**src/rtl/axi_pkg.sv**
```systemverilog
// Shared AXI constants and helpers for the read arbiter slice.
package axi_pkg;

  localparam logic [1:0] AXI_BURST_INCR = 2'b01;

  localparam logic [2:0] AXI_SIZE_1B = 3'b000;
  localparam logic [2:0] AXI_SIZE_2B = 3'b001;
  localparam logic [2:0] AXI_SIZE_4B = 3'b010;

  localparam logic [3:0] ID_INST_DEF = 4'd0;
  localparam logic [3:0] ID_DATA_DEF = 4'd1;

  localparam logic [1:0] SRAM_SIZE_BYTE = 2'd0;
  localparam logic [1:0] SRAM_SIZE_HALF = 2'd1;
  localparam logic [1:0] SRAM_SIZE_WORD = 2'd2;

  typedef enum logic {
    AR_IDLE = 1'b0,
    AR_SEND = 1'b1
  } ar_state_e;

  // sram-like size codes map directly onto the low bits of the AXI size field
  function automatic logic [2:0] to_axi_size(input logic [1:0] sram_size);
    return {1'b0, sram_size};
  endfunction

endpackage

```
**src/rtl/axi_rd_arbiter_outst_counter.sv**
```systemverilog
// Saturating up/down in-flight counter with full and underflow flags.
module outst_counter #(
  parameter int MAX = 2
) (
  input  logic       clk,
  input  logic       rst,
  input  logic       inc,
  input  logic       dec,
  output logic [1:0] count,
  output logic       full,
  output logic       underflow
);

  localparam logic [1:0] MAX_CNT = 2'(MAX);

  logic [1:0] count_reg;
  logic [1:0] count_next;
  logic       inc_eff;
  logic       dec_eff;

  assign full      = (count_reg >= MAX_CNT);
  assign underflow = dec && (count_reg == 2'd0);
  assign inc_eff   = inc && !full;
  assign dec_eff   = dec && (count_reg != 2'd0);
  assign count     = count_reg;

  always_comb begin
    count_next = count_reg;
    if (inc_eff && !dec_eff)
      count_next = count_reg + 2'd1;
    else if (!inc_eff && dec_eff)
      count_next = count_reg - 2'd1;
  end

  always_ff @(posedge clk) begin
    if (rst)
      count_reg <= 2'd0;
    else
      count_reg <= count_next;
  end

endmodule

```
**src/rtl/axi_rd_arbiter.sv**
```systemverilog
// Round-robin arbiter sharing one AXI read channel between inst and data requesters,
// with per-requester outstanding tracking and read-after-write hold-off for data reads.
module axi_rd_arbiter
  import axi_pkg::*;
#(
  parameter int         MAX_OUTST = 2,
  parameter logic [3:0] ID_INST   = ID_INST_DEF,
  parameter logic [3:0] ID_DATA   = ID_DATA_DEF
) (
  input  logic        clk,
  input  logic        rst,
  input  logic        i_req,
  input  logic [31:0] i_addr,
  input  logic [1:0]  i_size,
  output logic        i_addr_ok,
  output logic        i_data_ok,
  output logic [31:0] i_rdata,
  input  logic        d_req,
  input  logic [31:0] d_addr,
  input  logic [1:0]  d_size,
  output logic        d_addr_ok,
  output logic        d_data_ok,
  output logic [31:0] d_rdata,
  input  logic        wr_pending,
  input  logic [31:0] wr_addr,
  output logic [3:0]  arid,
  output logic [31:0] araddr,
  output logic [2:0]  arsize,
  output logic [7:0]  arlen,
  output logic [1:0]  arburst,
  output logic [1:0]  arlock,
  output logic [3:0]  arcache,
  output logic [2:0]  arprot,
  output logic        arvalid,
  input  logic        arready,
  input  logic [3:0]  rid,
  input  logic [31:0] rdata,
  input  logic [1:0]  rresp,
  input  logic        rlast,
  input  logic        rvalid,
  output logic        rready,
  output logic        rd_err
);

  ar_state_e   state_reg, state_next;
  logic [31:0] araddr_reg;
  logic [3:0]  arid_reg;
  logic [2:0]  arsize_reg;
  logic        last_data_reg;
  logic        rready_reg;
  logic        rd_err_reg;

  logic i_full, d_full, i_under, d_under;
  logic i_elig, d_elig, grant_i, grant_d, raw_block;
  logic r_fire, r_inst, r_data, r_unknown;
  logic [1:0] i_count, d_count;
  logic unused_bits;

  assign unused_bits = ^{rlast, wr_addr[1:0], i_count, d_count};

  assign raw_block = wr_pending && (wr_addr[31:2] == d_addr[31:2]);
  assign i_elig    = i_req && (state_reg == AR_IDLE) && !i_full;
  assign d_elig    = d_req && (state_reg == AR_IDLE) && !d_full && !raw_block;
  // On contention, favour whichever side did not win the previous grant
  assign grant_i   = i_elig && (!d_elig || last_data_reg);
  assign grant_d   = d_elig && (!i_elig || !last_data_reg);
  assign i_addr_ok = grant_i;
  assign d_addr_ok = grant_d;

  always_comb begin
    state_next = state_reg;
    case (state_reg)
      AR_IDLE: if (grant_i || grant_d) state_next = AR_SEND;
      AR_SEND: if (arready) state_next = AR_IDLE;
      default: state_next = AR_IDLE;
    endcase
  end

  always_ff @(posedge clk) begin
    if (rst) begin
      state_reg     <= AR_IDLE;
      araddr_reg    <= 32'd0;
      arid_reg      <= 4'd0;
      arsize_reg    <= 3'd0;
      last_data_reg <= 1'b1;
      rready_reg    <= 1'b0;
      rd_err_reg    <= 1'b0;
    end else begin
      state_reg  <= state_next;
      rready_reg <= 1'b1;
      if (grant_i) begin
        araddr_reg    <= i_addr;
        arid_reg      <= ID_INST;
        arsize_reg    <= to_axi_size(i_size);
        last_data_reg <= 1'b0;
      end else if (grant_d) begin
        araddr_reg    <= d_addr;
        arid_reg      <= ID_DATA;
        arsize_reg    <= to_axi_size(d_size);
        last_data_reg <= 1'b1;
      end
      if (r_fire && (rresp != 2'b00 || r_unknown || i_under || d_under))
        rd_err_reg <= 1'b1;
    end
  end

  assign arvalid = (state_reg == AR_SEND);
  assign araddr  = araddr_reg;
  assign arid    = arid_reg;
  assign arsize  = arsize_reg;
  assign arlen   = 8'd0;
  assign arburst = AXI_BURST_INCR;
  assign arlock  = 2'd0;
  assign arcache = 4'd0;
  assign arprot  = 3'd0;
  assign rready  = rready_reg;
  assign rd_err  = rd_err_reg;

  // Return path: beats are routed by ID; a beat with no matching outstanding read is dropped
  assign r_fire    = rvalid && rready_reg;
  assign r_inst    = r_fire && (rid == ID_INST);
  assign r_data    = r_fire && (rid == ID_DATA);
  assign r_unknown = r_fire && !(rid == ID_INST) && !(rid == ID_DATA);
  assign i_data_ok = r_inst && !i_under;
  assign d_data_ok = r_data && !d_under;
  assign i_rdata   = rdata;
  assign d_rdata   = rdata;

  outst_counter #(.MAX(MAX_OUTST)) u_cnt_inst (
    .clk       (clk),
    .rst       (rst),
    .inc       (grant_i),
    .dec       (r_inst),
    .count     (i_count),
    .full      (i_full),
    .underflow (i_under)
  );

  outst_counter #(.MAX(MAX_OUTST)) u_cnt_data (
    .clk       (clk),
    .rst       (rst),
    .inc       (grant_d),
    .dec       (r_data),
    .count     (d_count),
    .full      (d_full),
    .underflow (d_under)
  );

endmodule

```
**config.mk**
```make
export PLATFORM = sky130hd
export DESIGN_NAME = axi_rd_arbiter
export DESIGN_NICKNAME = d
export VERILOG_FILES = /design/src/rtl/axi_pkg.sv /design/src/rtl/axi_rd_arbiter_outst_counter.sv /design/src/rtl/axi_rd_arbiter.sv
export SDC_FILE = /design/constraint.sdc
export NUM_CORES = 1
export LEC_CHECK = 0
export BUFFER_PORTS_ARGS = -buffer_cell sky130_fd_sc_hd__buf_2
export CAP_MARGIN = 10
export CORE_AREA = 2 2 108 110
export DETAILED_ROUTE_END_ITERATION = 7
export DIE_AREA = 0 0 110 112
export PLACE_DENSITY = 0.65
export SYNTH_ARGS = -nofsm -noshare
export SYNTH_HDL_FRONTEND = slang
export SYNTH_SLANG_ARGS = --single-unit
export TNS_END_PERCENT = 20
```
**constraint.sdc**
```tcl
create_clock -name clk -period 3.6 [get_ports clk]
set_clock_uncertainty 0.1 [all_clocks]
set_input_delay 0.36 -clock clk [delete_from_list [all_inputs] [get_ports clk]]
set_output_delay 0.36 -clock clk [all_outputs]
set_load 0.02 [all_outputs]
```
==> flow_metrics.env, run 1 <==
export IMPL_status="finished, final reports clean"
export IMPL_worst_r2r_path_depth=9
export IMPL_multiInputGateArea_um2=1350
export IMPL_synth_main_ff_cell="dfxtp_1"
export IMPL_fin_cells=535
export IMPL_synth_edf_count=0
export IMPL_crit_fanout=15
export IMPL_cts_resized=0
export IMPL_cts_tree="done"
export IMPL_rsz0062_at_grt="false"
export IMPL_regToRegSetupSlack_ns=1.25
export IMPL_drive_above_1_share_pct=44.5
export IMPL_antenna_found_initial=2
export IMPL_worstSetupPathDepth=9
export IMPL_num_rows=39
export IMPL_clk_latency_ns=0.28
export IMPL_synth_most_common_cell="buf_4"
export IMPL_holdPathStages=2
export IMPL_routed_via_count=2482
export IMPL_coreArea_um2=11200
export IMPL_hold_buffers=0
export IMPL_hp_class="in2reg"
export IMPL_fillCellCount=1179
export IMPL_relSlewSlack_pct=51.7
export IMPL_synth_cells=310
export IMPL_clk_path_buf_depth=2
export IMPL_area_growth_pct=16.0
export IMPL_detail_route_antenna_nets=0
export IMPL_firstDrtPassIters=4
export IMPL_drtIter0Drc=90
export IMPL_fin_nets=539
export IMPL_dpl_hpwl_um=6790
export IMPL_die_y_um=112
export IMPL_async_flop_share_pct=0
export IMPL_crit_required_ns=3.14
export IMPL_synth_top_area_share_pct=29.6
export IMPL_postCtsSetupBuffers=0
export IMPL_max_cap_violations=0
export IMPL_critPathBufInv=4
export IMPL_grt_pass1_wl_um=13100
export IMPL_finalCritPeriodShare_pct=76.7
export IMPL_min_from="i_addr[2]"
export IMPL_io_pins=275
export IMPL_critPathSlowestCell="nor4_1"
export IMPL_cellLeakagePower_nw=1.57
export IMPL_syn_area_per_cell_um2=9.39
export IMPL_worstReg2RegStart="u_cnt_inst.count[1]"
export IMPL_place_area_um2=3230
export IMPL_synth_top_cell_by_area="dfxtp_1"
export IMPL_die_w_um=110
export IMPL_yosys_register_bits=43
export IMPL_arrival_ns=2.30
export IMPL_largest_reg_flops=32
export IMPL_period_minus_slack_ns=2.76
export IMPL_peakVddDrop_v=0.000180
export IMPL_clkSinkCount=43
export IMPL_io_buffers=152
export IMPL_dp_cells=527
export IMPL_grt_pass1_vias=2555
export IMPL_ys_top_cells_by_count="87 x buf_4, 43 x dfxtp_1, 33 x o31a_1"
export IMPL_vias_per_cell=4.64
export IMPL_tightest_slew_ns=0.723
export IMPL_stdcell_area_um2=3380
export IMPL_routed_wl_um=8820
export IMPL_grt_max_degree=38
export IMPL_crit_chain="buf_2, xnor2_1, nand4_1, nor4_1, a21oi_4, a21o_1, buf_4, inv_1, buf_2"
export IMPL_r2r_end="u_cnt_data.count[1]"
export IMPL_hold_ws_ns=0.233
export IMPL_seq_area_um2=861
export IMPL_powerDensity_nw_per_um2=507
export IMPL_crit_top_cell="buf_2"
export IMPL_power_total_mw=1.71
export IMPL_drc=0
export IMPL_max_freq_mhz=362
export IMPL_track_usage_pct=14.1
export IMPL_yosysWarningCount=0
export IMPL_synth_seq_area_share_pct=29.6
export IMPL_setup_tns_ns=0
export IMPL_finalWeightedCongestion=0.754
export IMPL_final_hold_viol_count=0
export IMPL_worst_setup_path_end_kind="primary output"
export IMPL_cpLargestDelayFamily="simple AND/OR/NAND/NOR gates"
export IMPL_ys_types=30
export IMPL_maxSlewViolCount=0
export IMPL_ys_top_cells_by_area="dfxtp_1 30%, buf_4 22%, o221a_1 11%"
export IMPL_slowest_delay_ns=0.55
export IMPL_synth_area_um2=2910
export IMPL_start_kind="primary input"
export IMPL_setup_viol=0
export IMPL_cts_htree_levels=2
export IMPL_clk_pin_slew_ns=0.06
export IMPL_numCtsBuffers=5
export IMPL_grt_ovfl_total=0
export IMPL_wire_per_inst_um=16.5
export IMPL_initial_core_util_pct=26.0
export IMPL_cp_endpoint="i_addr_ok"
export IMPL_path_class="in2out"
export IMPL_startpoint="d_addr[4]"
export IMPL_die_area_um2=12300
export IMPL_root_buffer="clkbuf_16"
-- report_power, final --
group | leakage [nW] | switching [mW] | internal, mW | total [mW]
registers | 0.358 | 0.0497 | 0.565 | 0.615
clock network | 0.0727 | 0.188 | 0.271 | 0.459
logic | 1.14 | 0.376 | 0.262 | 0.638
-- per-layer routing --
| layer | track usage [%] | share of wire, % | up-vias |
|---|---|---|---|
| met3 | 3.51 | 7.8 | 32 |
| met5 | 0 | 0.15 | - |
| met1 | 16.9 | 41 | 1158 |
| li1 | - | - | 1171 |
| met2 | 23.5 | 48 | 119 |
| met4 | 5.91 | 3.2 | 2 |
-- placed cells by master, fill, tap and decap left out, types with 2 or more instances in the layout --
master     Yosys  layout
o21ai_0        6       6
buf_4         87       7
a21oi_1        3       2
ha_1           2       2
xnor2_1       30      30
xor2_1         4       4
o221a_1       29      29
nor2_1         9       9
nand2_1        4       4
nor4_1         2       2
clkbuf_16      0       5
nand3_1        3       3
conb_1         2      23
dfxtp_1       43      43
o221a_2        5       5
inv_1          7       7
buf_2          6     152
a21o_1         2       2
nand4_1        7       7
nor2b_1        2       2
or3_1          3       3
o31a_1        33      33
nor3_1         2       2
-- kinds of logic after synthesis --
| family | after synthesis | synth area share (%) |
|---|---|---|
| AO/OA/AOI/OAI | 80 | 25.6 |
| AND/OR/NAND/NOR | 35 | 6.23 |
| other | 2 | 0.258 |
| XOR/XNOR | 34 | 10.2 |
| flip-flops | 43 | 29.6 |
| buffers and inverters | 114 | 27.2 |
| adder cells (fa/ha/maj) | 2 | 0.860 |
-- per-stage QoR --
| stage | setup WS (ns) | util [%] |
|---|---|---|
| floorplan | 1.21 | - |
| global placement | 0.652 | 28.9 |
| detailed placement | 0.629 | 28.9 |
| CTS | 0.695 | 30.2 |
| global route | 0.644 | 30.2 |
| finish | 0.839 | 30.2 |
-- final cells by class --
type | instances | area share [%]
Antenna cell | 1 | 0.0741
Clock buffer | 6 | 4.11
Clock inverter | 1 | 0.148
Inverter | 8 | 0.889
Multi-Input combinational cell | 174 | 39.9
Sequential cell | 43 | 25.5
Tap cell | 143 | 5.30
Timing Repair Buffer | 159 | 24.1
-- how the worst min path moves through the flow --
| stage | to | slack, ns |
|---|---|---|
| floorplan | u_cnt_data.count[1] | 0.37 |
| global placement | rd_err | 0.35 |
| detailed placement | rd_err | 0.36 |
| CTS | araddr[29] | 0.22 |
| global route | araddr[11] | 0.23 |
| finish | araddr[2] | 0.23 |
Note: power is estimated with default switching activity, not from simulation.
==> run 2: changes to the inputs <==
--- a/config.mk
+++ b/config.mk
@@ -5,12 +5,12 @@
 export SDC_FILE = /design/constraint.sdc
 export NUM_CORES = 1
 export LEC_CHECK = 0
+export ABC_AREA = 1
 export BUFFER_PORTS_ARGS = -buffer_cell sky130_fd_sc_hd__buf_2
 export CAP_MARGIN = 10
-export CORE_AREA = 2 2 108 110
+export CORE_UTILIZATION = 30
 export DETAILED_ROUTE_END_ITERATION = 7
-export DIE_AREA = 0 0 110 112
-export PLACE_DENSITY = 0.65
+export PLACE_DENSITY = 0.68
 export SYNTH_ARGS = -nofsm -noshare
 export SYNTH_HDL_FRONTEND = slang
 export SYNTH_SLANG_ARGS = --single-unit
==> constraint.sdc (replaced) <==
create_clock -name clk -period 2.73 [get_ports clk]
set_clock_uncertainty 0.1 [all_clocks]
set_input_delay 0.273 -clock clk [delete_from_list [all_inputs] [get_ports clk]]
set_output_delay 0.273 -clock clk [all_outputs]
set_load 0.02 [all_outputs]
==> flow_metrics.env, run 2 <==
export IMPL_finalCritPeriodShare_pct=72.3
export IMPL_rsz0062_at_grt="false"
export IMPL_die_y_um=110
export IMPL_maxSlewViolCount=0
export IMPL_antenna_found_initial=0
export IMPL_antenna_cells=0
export IMPL_fin_nets=813
export IMPL_worstReg2RegStart="arvalid"
export IMPL_async_flop_share_pct=0
export IMPL_cp_endpoint="u_cnt_inst.count[1]"
export IMPL_max_cap_violations=0
export IMPL_grt_max_degree=70
export IMPL_synth_main_ff_cell="dfxtp_1"
export IMPL_startpoint="arvalid"
export IMPL_max_freq_mhz=506
export IMPL_drtIter0Drc=156
export IMPL_met1_length_um=3830
export IMPL_worst_r2r_path_depth=11
export IMPL_crit_fanout=4
export IMPL_fin_util_pct=34.8
export IMPL_cts_resized=0
export IMPL_syn_area_per_cell_um2=5.96
export IMPL_ys_top_cells_by_area="dfxtp_1 24%, buf_4 19%, nand2_1 12%"
export IMPL_path_class="reg2reg"
export IMPL_grt_pass1_wl_um=13800
export IMPL_routed_wl_met2_um=4200
export IMPL_die_area_um2=12200
export IMPL_slowest_delay_ns=0.30
export IMPL_yosysWarningCount=0
export IMPL_numCtsBuffers=5
export IMPL_start_kind="flip-flop"
export IMPL_area_growth_pct=12.7
export IMPL_hp_class="in2reg"
export IMPL_initial_core_util_pct=30.9
export IMPL_synth_top_cell_by_area="dfxtp_1"
export IMPL_ys_types=26
export IMPL_crit_required_ns=2.81
export IMPL_met3_length_um=696
export IMPL_cellLeakagePower_nw=2.34
export IMPL_track_usage_pct=14.8
export IMPL_synth_top_area_share_pct=24.4
export IMPL_detail_route_antenna_nets=0
export IMPL_worst_setup_path_end_kind="flip-flop"
export IMPL_setup_tns_ns=0
export IMPL_ys_top_cells_by_count="116 x nand2_1, 89 x buf_4, 87 x nor2_1"
export IMPL_dpl_hpwl_um=6740
export IMPL_firstDrtPassIters=4
export IMPL_clk_path_buf_depth=2
export IMPL_crit_chain="inv_1, nand2_1, nor2_1, nand3_2, nand2_1, inv_1, ha_1, a21oi_1, o21ai_0, o21ai_0, a21oi_1"
export IMPL_wire_per_inst_um=11.0
export IMPL_synth_cells=591
export IMPL_r2r_end="u_cnt_inst.count[1]"
export IMPL_status="finished, final reports clean"
export IMPL_peakVddDrop_v=0.000253
export IMPL_vias_per_cell=4.28
export IMPL_die_w_um=110
export IMPL_io_pins=275
export IMPL_layout_commonest_cell="buf_2"
export IMPL_grt_pass1_vias=3003
export IMPL_yosys_register_bits=43
export IMPL_drive_above_1_share_pct=26.3
export IMPL_clkSinkCount=43
export IMPL_routed_top_layer="met4"
export IMPL_powerDensity_nw_per_um2=575
export IMPL_synth_seq_area_share_pct=24.4
export IMPL_clk_latency_ns=0.29
export IMPL_hold_buffers=0
export IMPL_synth_most_common_cell="nand2_1"
export IMPL_num_rows=39
export IMPL_synth_area_um2=3520
export IMPL_clk_pin_slew_ns=0.06
export IMPL_final_hold_viol_count=0
export IMPL_critPathSlowestCell="dfxtp_1"
export IMPL_root_buffer="clkbuf_16"
export IMPL_postCtsSetupBuffers=0
export IMPL_io_buffers=152
export IMPL_routed_via_count=3465
export IMPL_arrival_ns=2.06
export IMPL_synth_edf_count=0
export IMPL_most_common_layout_cells="152 x buf_2, 116 x nand2_1, 87 x nor2_1, 83 x inv_1, 43 x dfxtp_1"
export IMPL_fillCellCount=1328
export IMPL_cts_tree="done"
export IMPL_regToRegSetupSlack_ns=0.75
export IMPL_grt_ovfl_total=0
export IMPL_drc=0
export IMPL_largest_reg_flops=32
export IMPL_setup_viol=0
export IMPL_coreArea_um2=11400
export IMPL_finalWeightedCongestion=0.739
export IMPL_routed_wl_um=8920
export IMPL_cts_htree_levels=2
export IMPL_period_minus_slack_ns=1.98
==> run 2: cell count changes in the layout (fill, tap and decap cells not counted), moves of 6 or more <==
cell and change:
o21ai_0 +28, nand2_1 +112, xnor2_1 -23, nand4_1 -6, inv_1 +76, o31a_1 -33, nor2_1 +78, nand3_1 +34
a21oi_1 +38, o221a_1 -29
==> run 2: worst max-delay path, delay by kind of cell (launching register included) <==
kind	cells	cell delay, ns
flip-flops	1	0.30
AND/OR/NAND/NOR	4	0.59
adder cells (fa/ha/maj)	1	0.29
buffers and inverters	2	0.14
AO/OA/AOI/OAI	4	0.43
==> run 2: kinds of logic (layout without fill, tap and decap cells) <==
family,after synthesis,count (layout),share of synthesized area (%)
flops,43,43,24.4
buf+inv,201,255,31.5
xor+xnor,9,9,2.24
simple gates,250,250,28.6
other cells,2,23,0.213
fa+ha+maj,2,2,0.710
compound gates,84,84,12.3
==> run 2: layout make-up <==
cell class	instances	area (um^2)	area share [%]
inverters	89	334	8.41
repair buffers	158	831	20.9
well taps	143	179	4.50
multi-input cells	368	1630	41.0
flip-flops and latches	43	861	21.7
clock inverters	1	5.00	0.126
clock buffers	7	133	3.34
==> run 2: routing by layer <==
metal,GRT usage (%),vias to the layer above
met5,0,-
met4,5.73,0
met3,5.17,25
met2,25.3,124
met1,16.9,1473
li1,-,1843
==> run 2: power by group <==
part	switching, mW	leakage, nW	total, mW	internal (mW)
registers	0.0518	0.357	0.791	0.739
clock network	0.255	0.0679	0.594	0.339
logic	0.576	1.92	0.898	0.322
==> run 2: worst min path at each step <==
stage	startpoint	cells past startpoint	endpoint	slack, ns
after CTS	rst	2	rd_err	0.1
after global placement	rd_err	2	rd_err	0.35
after detailed placement	rd_err	2	rd_err	0.35
after floorplan	rst	1	rd_err	0.25
after global routing	rst	2	rd_err	0.11
final	rst	2	rd_err	0.10
==> run 2: per-stage QoR <==
stage	hold WS, ns	instance area, um^2	total power [mW]	instances	setup WS [ns]
6_report	0.104	3970	2.28	809	0.755
5_1_grt	0.108	3970	2.48	809	0.500
4_1_cts	0.0953	3970	2.33	809	0.732
3_5_place_dp	0.355	3830	1.71	801	0.459
3_3_place_gp	0.347	3830	1.70	801	0.499
2_1_floorplan	0.245	3600	1.58	612	0.520
==> run 3: changes to the inputs <==
--- a/config.mk
+++ b/config.mk
@@ -10,7 +10,7 @@
 export CAP_MARGIN = 10
 export CORE_UTILIZATION = 30
 export DETAILED_ROUTE_END_ITERATION = 7
-export PLACE_DENSITY = 0.68
+export PLACE_DENSITY = 0.7
 export SYNTH_ARGS = -nofsm -noshare
 export SYNTH_HDL_FRONTEND = slang
 export SYNTH_SLANG_ARGS = --single-unit
==> constraint.sdc (replaced) <==
create_clock -name clk -period 1.77 [get_ports clk]
set_clock_uncertainty 0.1 [all_clocks]
set_input_delay 0.177 -clock clk [delete_from_list [all_inputs] [get_ports clk]]
set_output_delay 0.177 -clock clk [all_outputs]
set_load 0.02 [all_outputs]
==> flow_metrics.env, run 3 (same netlist as run 2, synthesis figures left out) <==
export IMPL_status="finished, final reports clean"
export IMPL_worstReg2RegStart="u_cnt_inst.count[1]"
export IMPL_die_w_um=110
export IMPL_fin_nets=849
export IMPL_antenna_found_initial=0
export IMPL_grt_ovfl_total=0
export IMPL_finalCritPeriodShare_pct=94.9
export IMPL_num_rows=39
export IMPL_root_buffer="clkbuf_16"
export IMPL_grt_pass1_vias=3223
export IMPL_peakVddDrop_v=0.000346
export IMPL_cts_tree="done"
export IMPL_powerDensity_nw_per_um2=846
export IMPL_critPathSlowestCell="dfxtp_1"
export IMPL_io_pins=275
export IMPL_track_usage_pct=16.3
export IMPL_hp_class="in2reg"
export IMPL_numCtsBuffers=5
export IMPL_die_area_um2=12200
export IMPL_detail_route_antenna_nets=0
export IMPL_area_growth_pct=26.9
export IMPL_antenna_cells=0
export IMPL_clk_pin_slew_ns=0.07
export IMPL_coreArea_um2=11400
export IMPL_drc=0
export IMPL_crit_top_cell="inv_1"
export IMPL_crit_fanout=3
export IMPL_period_minus_slack_ns=1.68
export IMPL_start_kind="flip-flop"
export IMPL_path_class="reg2reg"
export IMPL_slowest_delay_ns=0.31
export IMPL_drtIter0Drc=223
export IMPL_regToRegSetupSlack_ns=0.09
export IMPL_clk_path_buf_depth=2
export IMPL_fin_util_pct=39.2
export IMPL_arrival_ns=1.77
export IMPL_firstDrtPassIters=4
export IMPL_crit_chain="inv_1, nand3_4, o211ai_1, inv_1, ha_4, a21oi_2, o21ai_2, o21ai_1, a21oi_1"
export IMPL_max_cap_violations=0
export IMPL_clk_latency_ns=0.30
export IMPL_max_freq_mhz=595
export IMPL_finalWeightedCongestion=0.760
export IMPL_critPathBufInv=2
export IMPL_largest_reg_flops=32
export IMPL_die_y_um=110
export IMPL_min_from="i_addr[10]"
export IMPL_r2r_end="u_cnt_data.count[1]"
export IMPL_grt_pass1_wl_um=15000
export IMPL_setup_ws_ns=0.0901
export IMPL_crit_required_ns=1.86
export IMPL_cpLargestDelayFamily="compound AO/OA/AOI/OAI gates"
export IMPL_wire_per_inst_um=11.6
export IMPL_holdPathStages=5
export IMPL_hold_ws_ns=0.100
export IMPL_dpl_hpwl_um=7410
export IMPL_initial_core_util_pct=30.9
export IMPL_cts_htree_levels=2
export IMPL_layout_commonest_cell="buf_2"
export IMPL_grt_max_degree=41
export IMPL_rsz0062_at_grt="true"
export IMPL_worst_r2r_path_depth=9
export IMPL_setup_viol=0
export IMPL_clkSinkCount=43
export IMPL_worst_setup_path_end_kind="flip-flop"
export IMPL_vias_per_cell=4.28
export IMPL_dp_slack_ns=-0.342
export IMPL_drive_above_1_share_pct=34.6
export IMPL_routed_wl_um=9770
export IMPL_maxSlewViolCount=0
export IMPL_most_common_layout_cells="148 x buf_2, 111 x nand2_1, 80 x nor2_1, 78 x inv_1, 42 x dfxtp_1"
export IMPL_final_hold_viol_count=0
export IMPL_io_buffers=152
export IMPL_holdPathEnd="araddr[10]"
export IMPL_cellLeakagePower_nw=2.58
export IMPL_routed_via_count=3619
[run 3: where the power goes]
group	leakage, nW	internal (mW)	total, mW	switching (mW)
combinational	2.15	0.634	1.60	0.964
sequential	0.358	1.14	1.22	0.0833
clock	0.0658	0.521	0.960	0.438
[run 3: final cells by class]
type                       count  area (um^2)
tap                          143          179
clock inverter                 3         20.0
multi-input combinational    368         1780
fill                        1275         6950
timing repair buffer         194         1170
inverter                      89          334
sequential                    43          862
clock buffer                   5          125
[run 3: what timing repair did]
action	4_1_cts	5_1_grt
pin swaps	1	24
gates resized for setup	2	27
hold endpoints to repair	4	0
setup buffers	0	2
endpoints found under the setup margin	1	27
hold buffers	1	0
[run 3: worst reg2reg max path: stages (launching register included)]
cell      delay (ns)
dfxtp_1         0.31
inv_1           0.13
nand3_4         0.12
o211ai_1        0.22
inv_1           0.10
ha_4            0.23
a21oi_2         0.11
o21ai_2         0.07
o21ai_1         0.13
a21oi_1         0.05
[run 3: worst max path at each step]
stage	start	end	slack, ns	depth (start not counted)
after floorplan	d_addr[15]	u_cnt_inst.count[1]	-0.03	18
after global placement	d_addr[17]	u_cnt_data.count[1]	-0.30	16
after detailed placement	d_addr[17]	u_cnt_data.count[1]	-0.34	16
after CTS	d_addr[20]	u_cnt_data.count[1]	0.005	14
after global routing	wr_addr[10]	u_cnt_data.count[1]	-0.06	14
final	u_cnt_inst.count[1]	u_cnt_data.count[1]	0.09	9
[run 3: metrics by stage]
stage	area, um^2	setup TNS, ns	cells	total power [mW]
global placement	4180	-5.56	834	2.78
finish	4470	0	845	3.78
detailed placement	4180	-6.38	834	2.79
CTS	4350	0	843	3.80
global route	4470	-0.122	845	4.09
floorplan	3670	-0.0263	612	2.48
[run 3: layer usage]
layer  GRT usage [%]  wire length, um  up-vias
li1                -                -     1908
met1            19.8             4220     1549
met2            26.6             4570      129
met3            4.70              662       33
met4            7.33              315        0
met5               0                0        -
